<file path="src/rtl/imem_loader_pkg.sv">
// Shared types and constants for the boot-time instruction memory loader.
package imem_loader_pkg;

   typedef enum logic [2:0] {
      S_IDLE,
      S_LEN_LO,
      S_LEN_HI,
      S_DATA,
      S_CSUM,
      S_DONE,
      S_ERR
   } state_e;

   localparam logic [1:0] ERR_NONE = 2'b00;
   localparam logic [1:0] ERR_LEN  = 2'b01;
   localparam logic [1:0] ERR_CSUM = 2'b10;

   localparam int BYTES_PER_WORD = 4;

endpackage

</file>
<file path="src/rtl/imem_loader_packer.sv">
// Little-endian byte-to-word assembler; pulses word_valid the cycle after the 4th byte.
module byte_packer
   import imem_loader_pkg::*;
(
   input  logic        clk,
   input  logic        reset_n,
   input  logic [7:0]  byte_in,
   input  logic        byte_en,
   input  logic        clear,
   output logic [31:0] word,
   output logic        word_valid
);

   logic [1:0] cnt;

   // First byte ends up in bits [7:0] after four right-shifts.
   always_ff @(posedge clk or negedge reset_n) begin
      if (!reset_n) begin
         cnt        <= 2'd0;
         word       <= 32'd0;
         word_valid <= 1'b0;
      end else begin
         word_valid <= 1'b0;
         if (clear) begin
            cnt  <= 2'd0;
            word <= 32'd0;
         end else if (byte_en) begin
            word       <= {byte_in, word[31:8]};
            cnt        <= cnt + 2'd1;
            word_valid <= (cnt == 2'(BYTES_PER_WORD - 1));
         end
      end
   end

endmodule

</file>
<file path="src/rtl/imem_loader.sv">
// Streams a length-prefixed, XOR-checksummed image into instruction RAM while holding the CPU in reset.
module imem_loader
   import imem_loader_pkg::*;
#(
   parameter int DEPTH = 16,
   parameter int AW    = 32
) (
   input  logic          clk,
   input  logic          reset_n,
   input  logic          start,
   input  logic [7:0]    rx_data,
   input  logic          rx_valid,
   output logic          rx_ready,
   output logic          imem_we,
   output logic [AW-1:0] imem_addr,
   output logic [31:0]   imem_wdata,
   output logic          cpu_hold,
   output logic          done,
   output logic          err,
   output logic [1:0]    err_code,
   output logic [15:0]   words_loaded
);

   localparam logic [15:0] DEPTH_W = 16'(DEPTH);

   state_e      state, state_n;
   logic [15:0] len;
   logic [15:0] len_n;
   logic [7:0]  csum;
   logic [1:0]  bcnt;
   logic        launch;
   logic        data_acc;
   logic        word_done;
   logic        last_word;

   assign len_n     = {rx_data, len[7:0]};
   assign data_acc  = (state == S_DATA) && rx_valid;
   assign word_done = data_acc && (bcnt == 2'(BYTES_PER_WORD - 1));
   assign last_word = (words_loaded == len - 16'd1);

   always_ff @(posedge clk or negedge reset_n) begin
      if (!reset_n) state <= S_IDLE;
      else          state <= state_n;
   end

   always_comb begin
      state_n  = state;
      rx_ready = 1'b0;
      cpu_hold = 1'b0;
      done     = 1'b0;
      err      = 1'b0;
      launch   = 1'b0;
      case (state)
         S_IDLE, S_DONE, S_ERR: begin
            done = (state == S_DONE);
            err  = (state == S_ERR);
            if (start) begin
               launch  = 1'b1;
               state_n = S_LEN_LO;
            end
         end
         S_LEN_LO: begin
            rx_ready = 1'b1;
            cpu_hold = 1'b1;
            if (rx_valid) state_n = S_LEN_HI;
         end
         S_LEN_HI: begin
            rx_ready = 1'b1;
            cpu_hold = 1'b1;
            if (rx_valid) begin
               if (len_n > DEPTH_W)     state_n = S_ERR;
               else if (len_n == 16'd0) state_n = S_CSUM;
               else                     state_n = S_DATA;
            end
         end
         S_DATA: begin
            rx_ready = 1'b1;
            cpu_hold = 1'b1;
            if (word_done && last_word) state_n = S_CSUM;
         end
         S_CSUM: begin
            rx_ready = 1'b1;
            cpu_hold = 1'b1;
            if (rx_valid) state_n = (rx_data == csum) ? S_DONE : S_ERR;
         end
         default: state_n = S_IDLE;
      endcase
   end

   // Address and word count advance on the 4th-byte handshake, lining up with the packer's write pulse.
   always_ff @(posedge clk or negedge reset_n) begin
      if (!reset_n) begin
         len          <= 16'd0;
         csum         <= 8'd0;
         bcnt         <= 2'd0;
         words_loaded <= 16'd0;
         imem_addr    <= '0;
         err_code     <= ERR_NONE;
      end else begin
         if (launch) begin
            csum         <= 8'd0;
            bcnt         <= 2'd0;
            words_loaded <= 16'd0;
            err_code     <= ERR_NONE;
         end
         if (state == S_LEN_LO && rx_valid) len[7:0] <= rx_data;
         if (state == S_LEN_HI && rx_valid) begin
            len[15:8] <= rx_data;
            if (len_n > DEPTH_W) err_code <= ERR_LEN;
         end
         if (data_acc) begin
            csum <= csum ^ rx_data;
            bcnt <= bcnt + 2'd1;
         end
         if (word_done) begin
            imem_addr    <= AW'({words_loaded, 2'b00});
            words_loaded <= words_loaded + 16'd1;
         end
         if (state == S_CSUM && rx_valid && rx_data != csum) err_code <= ERR_CSUM;
      end
   end

   byte_packer u_packer (
      .clk        (clk),
      .reset_n    (reset_n),
      .byte_in    (rx_data),
      .byte_en    (data_acc),
      .clear      (launch),
      .word       (imem_wdata),
      .word_valid (imem_we)
   );

endmodule

</file>
<file path="config.mk">
export PLATFORM = sky130hd
export DESIGN_NAME = imem_loader
export DESIGN_NICKNAME = d
export VERILOG_FILES = /design/src/rtl/imem_loader_pkg.sv /design/src/rtl/imem_loader_packer.sv /design/src/rtl/imem_loader.sv
export SDC_FILE = /design/constraint.sdc
export NUM_CORES = 1
export LEC_CHECK = 0
export CAP_MARGIN = 5
export CORE_MARGIN = 5
export CORE_UTILIZATION = 47
export CTS_CLUSTER_SIZE = 24
export DETAILED_ROUTE_END_ITERATION = 10
export GPL_ROUTABILITY_DRIVEN = 0
export PLACE_DENSITY = 0.77
export SETUP_SLACK_MARGIN = 0.4
export SLEW_MARGIN = 20
export SYNTH_ARGS = -nofsm -noshare
export SYNTH_HDL_FRONTEND = slang
export SYNTH_SLANG_ARGS = --single-unit
export TNS_END_PERCENT = 100
</file>
<file path="constraint.sdc">
create_clock -name clk -period 3.05 [get_ports clk]
set_clock_uncertainty 0.15 [all_clocks]
set_input_delay 0.7625 -clock clk [delete_from_list [all_inputs] [get_ports clk]]
set_output_delay 0.7625 -clock clk [all_outputs]
set_load 0.03 [all_outputs]
</file>
Word level (Yosys, flattened, before mapping)

Cells that the tools add are included.

Flip-flop bits (word level): 98
Input bits: 12
Output and inout bits: 87
Word-level logic and storage cells: 77

$add $sub $neg: 4
Order comparisons: 1
Equality and inequality tests: 16
Multiplexer cells: 30
Bitwise gates (word level): 1
Reductions and logical operators: 14

Operators with widths:

| kind                                                                   | count |
|---|---|
| 32-bit two-way mux                                                     | 2 |
| 16-bit two-way mux                                                     | 2 |
| 3-bit two-way mux                                                      | 7 |
| 2-bit two-way mux                                                      | 9 |
| 16-bit by 1-bit adder with 16-bit output (second input constant)       | 1 |
| 16-bit == test                                                         | 1 |
| 16-bit by 5-bit > comparator with 1-bit output (second input constant) | 1 |
| 16-bit logical NOT                                                     | 1 |
| 8-bit two-way mux                                                      | 2 |
| 16-bit by 1-bit subtractor with 16-bit output (second input constant)  | 1 |
| 3-bit case mux with 5 select lines                                     | 1 |
| 3-bit == test (second input constant)                                  | 3 |
| 8-bit == test                                                          | 1 |
| 2-bit != test (second input constant)                                  | 4 |
| 8-bit != test                                                          | 1 |
| 8-bit bitwise XOR                                                      | 1 |
| 1-bit logical AND                                                      | 7 |
| 1-bit two-way mux                                                      | 7 |
| 3-bit by 2-bit == test with 1-bit output (second input constant)       | 2 |
| 5-bit AND reduction                                                    | 1 |
| 2-bit by 1-bit adder with 2-bit output (second input constant)         | 2 |
| 2-bit == test (second input constant)                                  | 2 |
| 2-bit nonzero test                                                     | 2 |
| 4-bit OR reduction                                                     | 1 |
| other kinds (4)                                                        | 4 |

Longest topological paths before layout

Gate-level depths: netlist of run 1.

Depth after elaboration: 7
Gate-level depth with buffers: 10
Mapped depth without buffers: 9

Modules after synthesis

From an unflattened synthesis of run 1, not the netlist that was laid out.

Cell total of the unflattened synthesis: 523
Area, all modules: 5083.6 sq um

Modules (own cells, without submodules):

| module      | instances | cells an instance | area an instance (sq um) |
|---|---|---|---|
| imem_loader | 1         | 409               | 3627.2 |
| byte_packer | 1         | 114               | 1456.4 |

Least setup slack after synthesis of run 1

OpenSTA, ideal clock, no wires.

Path type: flip-flop to flip-flop
Start point: register len[2]
End point: register state[0]
Setup time: 127 ps
Arrival: 2711 ps
Setup slack: 62 ps
Stages on the path, launching flop included: 10
Path buffers: 2
Path through: dfrtp_1 -> buf_6 -> or4_4 -> buf_6 -> or3_4 -> or4_4 -> a211oi_2 -> o2111ai_1 -> nand2_1 -> mux2_1

Word-level cells in the longest chain between the ends: 5

RTL lines:

| element                                                                                               | line                                 | RTL |
|---|---|---|
| start, declared                                                                                       | imem_loader.sv:27                    | `logic [15:0] len;` |
| start signal, assigned                                                                                | imem_loader.sv:106                   | `if (state == S_LEN_LO && rx_valid) len[7:0] <= rx_data;` |
| 16-bit by 1-bit subtractor with 16-bit output / 16-bit logical NOT (equally long branches)            | imem_loader.sv:39, imem_loader.sv:72 |  |
| 16-bit == test / 3-bit two-way mux (equally long branches)                                            | imem_loader.sv:39, imem_loader.sv:72 |  |
| 1-bit logical AND / 3-bit two-way mux (equally long branches)                                         | imem_loader.sv:79, imem_loader.sv:71 |  |
| 2-bit by 1-bit != test with 1-bit output (no source line) / 3-bit two-way mux (equally long branches) | n/a                                  |  |
| 5-bit AND reduction (no source line) / 3-bit case mux with 5 select lines (equally long branches)     | n/a                                  |  |
| end signal, assigned                                                                                  | imem_loader.sv:43                    | `else state <= state_n;` |
| end, declared                                                                                         | imem_loader.sv:26                    | `state_e state, state_n;` |

Parallel ways exist; a longest one is shown, timed or not. The select of a mux whose other input is x is not followed.
A chain may end at the register's enable or synchronous reset.

Final worst setup path of run 1

Same ends and word-level chain as after synthesis.

==> summary.md, run 1 <==
| Metric | Value |
|---|---|
| CORE AREA | `10300 um^2` |
| Syn Std Cell Area | `4980 um^2` |
| DRT antenna net count | `0` |
| Largest family of logic cells by synthesized area | `simple AND/OR/NAND/NOR gates` |
| Row count | `37` |
| Synth Flop Type | `dfrtp_1` |
| Ys Warns | `0` |
| Final Setup Violations | `0` |
| Register area share after synthesis | `49.2%` |
| Pre-CTS WS | `0.0342 ns` |
| CTS Root Buffer Type | `clkbuf_8` |
| FMAX | `341 MHz` |
| Hold buffer count at cts | `0` |
| Post-synthesis cell type count | `50` |
| Mux cell area share after synthesis | `4.80%` |
| Fill cell count | `853` |
| Die area | `12800 um^2` |
| Area occupied by registers | `2450 um^2` |
| Multi-input gate area | `2350 um^2` |
| Vias in the first global route | `4387` |
| H-tree depth | `3` |
| Slew @ Worst Pin | `0.780 ns` |
| 1st-iter DRT viols | `343` |
| Post-synthesis cell count | `557` |
| Worst Path Arrival | `3.04 ns` |
| Fin. Hold Viols | `0` |
| Commonest cells post-synth | `140 x nand2_1, 98 x dfrtp_1, 40 x a21oi_1` |
| Final Util | `61.1%` |
| Rel. slew slack | `47.4%` |
| Wire per inst | `16.3 um` |
| Clock Latency Late Sink | `0.37 ns` |
| Post-synthesis xor/xnor area fraction | `5.28%` |
| Dominant cells by area after synthesis | `dfrtp_1 49%, nand2_1 11%, a21oi_1 4.0%, o21ai_0 3.9%, mux2_2 3.2%` |
| Worst Hold Class | `in -> async` |
| TritonCTS clock tree | `done` |
| Post-route design area | `6310 um^2` |
| Max Transition Viols Final | `0` |
| Post-synth ARST share | `100%` |
| Die X | `113 um` |
| Via count | `4400` |
| Total GRT Usage | `20.0%` |
| Port Buffers | `82` |
| Final period util | `96.0%` |
| IR drop worst, VDD | `0.000522 V` |
| Post-synthesis register bit count | `98` |
| Hold WS | `0.206 ns` |
| Post-Place Cell Area | `5990 um^2` |
| Setup repair after global routing missed its margin | `yes` |
| Placed Cells | `769` |
| Share of the synthesized area in the top cell type | `49.2%` |
| Max-cap viol count | `0` |
| HPWL Detailed | `9.06 mm` |
| Number of synthesized flops with an enable pin | `0` |
| Critical path peak fanout | `2` |
| Net count, final | `671` |
| Total routed wirelength | `13.0 mm` |
| Drt via density | `5.53` |
| Pre-antenna DRT Iters | `5` |
| Most frequent cell after synthesis | `nand2_1` |
| Initial antenna violation count | `0` |
| Final non-filler cell total | `795` |
| Startpoint types | `flop` |
| Clk sink count | `98` |
| Synth Area in Compound Gates | `11.5%` |
| Die H | `113 um` |
| Initial core utilization | `48.2%` |
| Ports | `99` |
| Area grow syn2layout | `26.6%` |
| GRT overflow | `0` |
| Setup crit end kind | `flop` |
| Req. time, crit path | `3.16 ns` |
| Reg2reg path depth | `7` |
| Setup TNS | `0 ns` |
| Layout cells sized above 1 | `13.8%` |
| Power after layout | `4.87 mW` |
| Synth area leader | `dfrtp_1` |
| Adder-cell share of the synthesized area | `1.00%` |
| Largest net degree at the start of global routing | `60` |
| Leakage | `2.77 nW` |
| First-pass GRT wire length | `21.1 mm` |
| Antenna Cells | `0` |
| Reg clk slew, reported paths | `0.10 ns` |
| Total CTS buffers | `9` |
| DRC errors left | `0` |
| Crit path time final | `2.93 ns` |
| Status | `finished, final reports clean` |
| Fin worst setup slack | `0.122 ns` |
| Synth Area in Simple Gates | `22.1%` |
| Clock Path Buffers | `2` |
| Power Density | `772 nW/um^2` |
| Avg Synthesized Cell Area | `8.94 um^2` |
| Crit Path Category | `reg -> reg` |
[repair_timing]
item	CTS	global route
endpoints found under the setup margin	6	13
resized for setup	10	13
pin swaps	3	6
setup buffers	6	5
[state kept, by name, summed over array words and instances, names as in the netlist]
signal	flops
u_packer.word_valid	1
imem_addr	16
u_packer.word	32
bcnt	2
words_loaded	16
len	16
state	3
err_code	2
u_packer.cnt	2
csum	8
[path summary, 6_finish.rpt]
kind / slack, ns / to / start
max in group asynchronous: 1.86 / len[7] / reset_n
min in group clk: 0.33 / imem_addr[5] / imem_addr[5]
worst max register to register: 0.12 / state[0] / len[2]
worst min-delay path: 0.21 / words_loaded[13] / reset_n
worst max-delay path: 0.12 / state[0] / len[2]
worst min register to register: 0.33 / imem_addr[5] / imem_addr[5]
[logic make-up (layout without fill, tap and decap cells)]
group	after synthesis	in the layout
XOR/XNOR	30	30
other	1	16
multiplexers	22	22
flip-flops	98	98
AO/OA/AOI/OAI	101	101
buffers and inverters	59	146
AND/OR/NAND/NOR	242	242
adder cells (fa/ha/maj)	4	4
[layout make-up]
type                            instances  share of cell area [%]
Multi-Input combinational cell        415                    37.3
Sequential cell                        98                    38.9
Clock inverter                          6                   0.793
Tap cell                              136                    2.70
Inverter                                9                   0.536
Clock buffer                            9                    1.96
Timing Repair Buffer                  122                    17.8
[cells in the final DEF (no fill, tap or decap), types with 4 or more instances in the layout]
cell             netlist  routed
mux2i_1                7       7
mux2_2                14      14
o21ai_0               39      38
dfrtp_1               98      98
or4_1                  7       6
inv_1                  9       9
and3_1                 4       4
clkbuf_8               0       9
a21oi_1               40      40
xor2_1                16      16
and2_1                 4       4
buf_4                 17      40
nand2_1              140     140
nor4_1                 7       7
xnor2_1               14      14
conb_1                 1      16
nand3_1               12      10
or3_1                  7       6
o31ai_1                4       4
nand4_1                4       4
clkdlybuf4s50_1        0      76
nor2_1                34      32
nor3_1                 6       5
[critical path, stage by stage (launching register included)]
cell and delay [ns]:
dfrtp_1 0.39, or4_4 0.54, or3_4 0.39, or4_4 0.50, a211oi_4 0.23, o2111ai_2 0.18
nand2_1 0.15, mux2_4 0.30
[where the power goes]
group | total, mW | switching [mW] | internal [mW]
Combinational | 2.17 | 1.25 | 0.915
Clock | 0.780 | 0.476 | 0.304
Sequential | 1.92 | 0.324 | 1.60
[routing by layer]
metal | up-vias | wire length, um | track usage, %
met5 | - | 0 | 0
met4 | 0 | 281 | 7.77
met3 | 34 | 955 | 5.29
met2 | 170 | 6350 | 31.9
met1 | 2146 | 5390 | 26.2
li1 | 2050 | - | -
Power figures use the tool's default switching activity.
==> inputs of run 2 (changes only) <==
--- a/config.mk
+++ b/config.mk
@@ -11,9 +11,10 @@
 export CTS_CLUSTER_SIZE = 24
 export DETAILED_ROUTE_END_ITERATION = 10
 export GPL_ROUTABILITY_DRIVEN = 0
+export HOLD_SLACK_MARGIN = 0.02
 export PLACE_DENSITY = 0.77
 export SETUP_SLACK_MARGIN = 0.4
-export SLEW_MARGIN = 20
+export SLEW_MARGIN = 30
 export SYNTH_ARGS = -nofsm -noshare
 export SYNTH_HDL_FRONTEND = slang
 export SYNTH_SLANG_ARGS = --single-unit
==> results of run 2 <==
Same layout as run 1: the final DEF is identical, and so are final timing and power.
==> inputs of run 3 (changes only) <==
--- a/config.mk
+++ b/config.mk
@@ -7,14 +7,14 @@
 export LEC_CHECK = 0
 export CAP_MARGIN = 5
 export CORE_MARGIN = 5
-export CORE_UTILIZATION = 47
+export CORE_UTILIZATION = 35
 export CTS_CLUSTER_SIZE = 24
 export DETAILED_ROUTE_END_ITERATION = 10
 export GPL_ROUTABILITY_DRIVEN = 0
 export HOLD_SLACK_MARGIN = 0.02
-export PLACE_DENSITY = 0.77
+export MAX_ROUTING_LAYER = met4
 export SETUP_SLACK_MARGIN = 0.4
-export SLEW_MARGIN = 30
+export SLEW_MARGIN = 25
 export SYNTH_ARGS = -nofsm -noshare
 export SYNTH_HDL_FRONTEND = slang
 export SYNTH_SLANG_ARGS = --single-unit
==> summary.md, run 3 (synthesized netlist as in run 1, its figures left out) <==
| Metric | Value |
|---|---|
| Max reg flops | `32 (unchanged)` |
| Row count | `43 (was 37)` |
| Slew @ Worst Pin | `0.635 ns (was 0.780 ns)` |
| Area grow syn2layout | `30.0% (was 26.6%)` |
| Total GRT Usage | `16.7% (was 20.0%)` |
| DRC errors left | `0 (unchanged)` |
| CTS Root Buffer Type | `clkbuf_16 (was clkbuf_8)` |
| Gr busiest metal | `met2 (unchanged)` |
| Rel. slew slack | `57.5% (was 47.4%)` |
| FMAX | `344 MHz (was 341 MHz)` |
| Fin. Hold Viols | `0 (unchanged)` |
| Initial core utilization | `35.7% (was 48.2%)` |
| Die area | `16700 um^2 (was 12800 um^2)` |
| Clk sink count | `98 (unchanged)` |
| Via count | `4276 (was 4400)` |
| Final period util | `95.3% (was 96.0%)` |
| Initial antenna violation count | `0 (unchanged)` |
| Critical path peak fanout | `3 (was 2)` |
| Final non-filler cell total | `840 (was 795)` |
| Die X | `129 um (was 113 um)` |
| Met3 Usage GRT | `4.41% (was 5.29%)` |
| Status | `finished, final reports clean (unchanged)` |
| Most frequent cells in the layout | `140 x nand2_1, 98 x dfrtp_1, 77 x clkdlybuf4s50_1 (was 140 x nand2_1, 98 x dfrtp_1, 76 x clkdlybuf4s50_1)` |
| Comb power frac | `41.7% (was 44.5%)` |
| Clock Latency Late Sink | `0.35 ns (was 0.37 ns)` |
| Wire per inst | `15.7 um (was 16.3 um)` |
| Pre-antenna DRT Iters | `5 (unchanged)` |
| Ports | `99 (unchanged)` |
| Final Setup Violations | `0 (unchanged)` |
| Antenna Cells | `0 (unchanged)` |
| Most flop-heavy register | `u_packer.word (unchanged)` |
| Crit Path Category | `reg -> reg (unchanged)` |
| Req. time, crit path | `3.14 ns (was 3.16 ns)` |
| IR drop worst, VDD | `0.000568 V (was 0.000522 V)` |
| HPWL Detailed | `9.32 mm (was 9.06 mm)` |
| Vias in the first global route | `4252 (was 4387)` |
| Top Family by Delay on Critical Path | `simple AND/OR/NAND/NOR gates (unchanged)` |
| DRT antenna net count | `0 (unchanged)` |
| Fill cell count | `1348 (was 853)` |
| Leakage | `2.82 nW (was 2.77 nW)` |
| Worst Path Arrival | `3.00 ns (was 3.04 ns)` |
| H-tree depth | `3 (unchanged)` |
| Die H | `129 um (was 113 um)` |
| Worst Hold Class | `in -> async (unchanged)` |
| Max-cap viol count | `0 (unchanged)` |
| GRT overflow | `0 (unchanged)` |
| Design internal power | `3.14 mW (was 2.82 mW)` |
| CORE AREA | `13900 um^2 (was 10300 um^2)` |
| Reg clk slew, reported paths | `0.07 ns (was 0.10 ns)` |
| GRT met2 Usage | `26.1% (was 31.9%)` |
| Met1 usage | `21.3% (was 26.2%)` |
| 1st-iter DRT viols | `309 (was 343)` |
| First-pass GRT wire length | `21.5 mm (was 21.1 mm)` |
| Drt via density | `5.09 (was 5.53)` |
| Slowest-stage cell, CP | `or4_4 (unchanged)` |
| Crit path time final | `2.91 ns (was 2.93 ns)` |
| Crit-path max cell delay | `0.53 ns (was 0.54 ns)` |
| Switching pwr | `2.08 mW (was 2.05 mW)` |
| Clock Path Buffers | `2 (unchanged)` |
| Crit path cell chain | `or4_4, or3_4, or4_4, a211oi_2, o2111ai_2, nand2_1, mux2_4 (was or4_4, or3_4, or4_4, a211oi_4, o2111ai_2, nand2_1, mux2_4)` |
| Sw Share | `39.9% (was 42.1%)` |
| Startpoint types | `flop (unchanged)` |
| Net count, final | `671 (unchanged)` |
| Power after layout | `5.23 mW (was 4.87 mW)` |
| Commonest non-fill, non-tap cell in the layout | `nand2_1 (unchanged)` |
| Crit path buf inv count | `0 (unchanged)` |
| Power Density | `807 nW/um^2 (was 772 nW/um^2)` |
| Port Buffers | `82 (unchanged)` |
| Hold buffer count at cts | `0 (unchanged)` |
| Largest net degree at the start of global routing | `61 (was 60)` |
| Max Transition Viols Final | `0 (unchanged)` |
| Setup repair after global routing missed its margin | `yes (unchanged)` |
| Placed Cells | `815 (was 769)` |
| Total routed wirelength | `13.2 mm (was 13.0 mm)` |
| TritonCTS clock tree | `done (unchanged)` |
| Layout cells sized above 1 | `14.2% (was 13.8%)` |
| Sequential Power Share | `36.5% (was 39.5%)` |
| Clock share of power | `21.8% (was 16.0%)` |
| Total CTS buffers | `9 (unchanged)` |
| Crit path top cell by count | `or4_4 (unchanged)` |
| Setup crit end kind | `flop (unchanged)` |
run 3: changes by cell type in the layout (fill, tap and decap cells not counted), moves of 2 or more:
cell / previous run / this run
inv_2: 0 / 2
clkbuf_2: 1 / 3
dlygate4sd2_1: 3 / 1
inv_1: 9 / 7
clkbuf_8: 9 / 2
clkbuf_16: 0 / 9
run 3: routing by layer:
layer  vias up  part of all wire [%]
met5         -                     0
met4         0                   1.3
met3        20                   6.8
met2       142                    48
met1      2048                    44
li1       2066                     -
run 3: path summary, 6_finish.rpt:
kind / startpoint / slack, ns / cells past startpoint / endpoint
max in group asynchronous: reset_n / 1.83 / 2 / csum[0]
min in group clk: imem_addr[10] / 0.32 / 2 / imem_addr[10]
setup reg to reg: len[1] / 0.14 / 7 / state[0]
setup / recovery: len[1] / 0.14 / 7 / state[0]
hold reg to reg: imem_addr[10] / 0.32 / 2 / imem_addr[10]
hold / removal: reset_n / 0.23 / 1 / words_loaded[12]
run 3: through the flow:
| stage | utilization (%) | setup TNS, ns | cell area [um^2] | setup slack, ns | hold WS (ns) |
|---|---|---|---|---|---|
| finish | 46.5 | 0 | 6480 | 0.143 | 0.228 |
| global route | 46.5 | 0 | 6480 | 0.0603 | 0.261 |
| CTS | 46.3 | 0 | 6450 | 0.154 | 0.236 |
| detailed placement | 43.5 | -0.0157 | 6060 | -0.0157 | 0.312 |
| global placement | 43.5 | 0 | 6060 | 0.0141 | 0.307 |
| floorplan | - | 0 | 5040 | 0.146 | 0.317 |
run 3: power by group through the flow:
| stage | Combinational, mW | Clock, mW | Sequential (mW) |
|---|---|---|---|
| floorplan | 1.26 | 0 | 2.04 |
| global placement | 2.06 | 0 | 1.92 |
| detailed placement | 2.09 | 0 | 1.93 |
| CTS | 2.19 | 1.17 | 1.90 |
| global route | 2.38 | 1.23 | 1.96 |
| finish | 2.18 | 1.14 | 1.91 |
run 3: what timing repair did:
action / in CTS / in global routing
setup endpoints to repair: 8 / 11
pin swaps: 3 / 0
resized for setup: 13 / 13
buffers inserted: 8 / 1
run 3: layout make-up:
type | instances | area, um^2 | share of cell area (%)
clock inverter | 5 | 45.0 | 0.695
sequential | 98 | 2450 | 37.9
clock buffer | 11 | 253 | 3.90
inverter | 9 | 33.8 | 0.522
multi-input combinational | 415 | 2350 | 36.3
timing repair buffer | 122 | 1110 | 17.2
tap | 180 | 225 | 3.48
run 3: worst register-to-register path, cell delays in order, from the launching register on:
cell	delay, ns
dfrtp_1	0.41
or4_4	0.53
or3_4	0.38
or4_4	0.49
a211oi_2	0.22
o2111ai_2	0.17
nand2_1	0.14
mux2_4	0.30
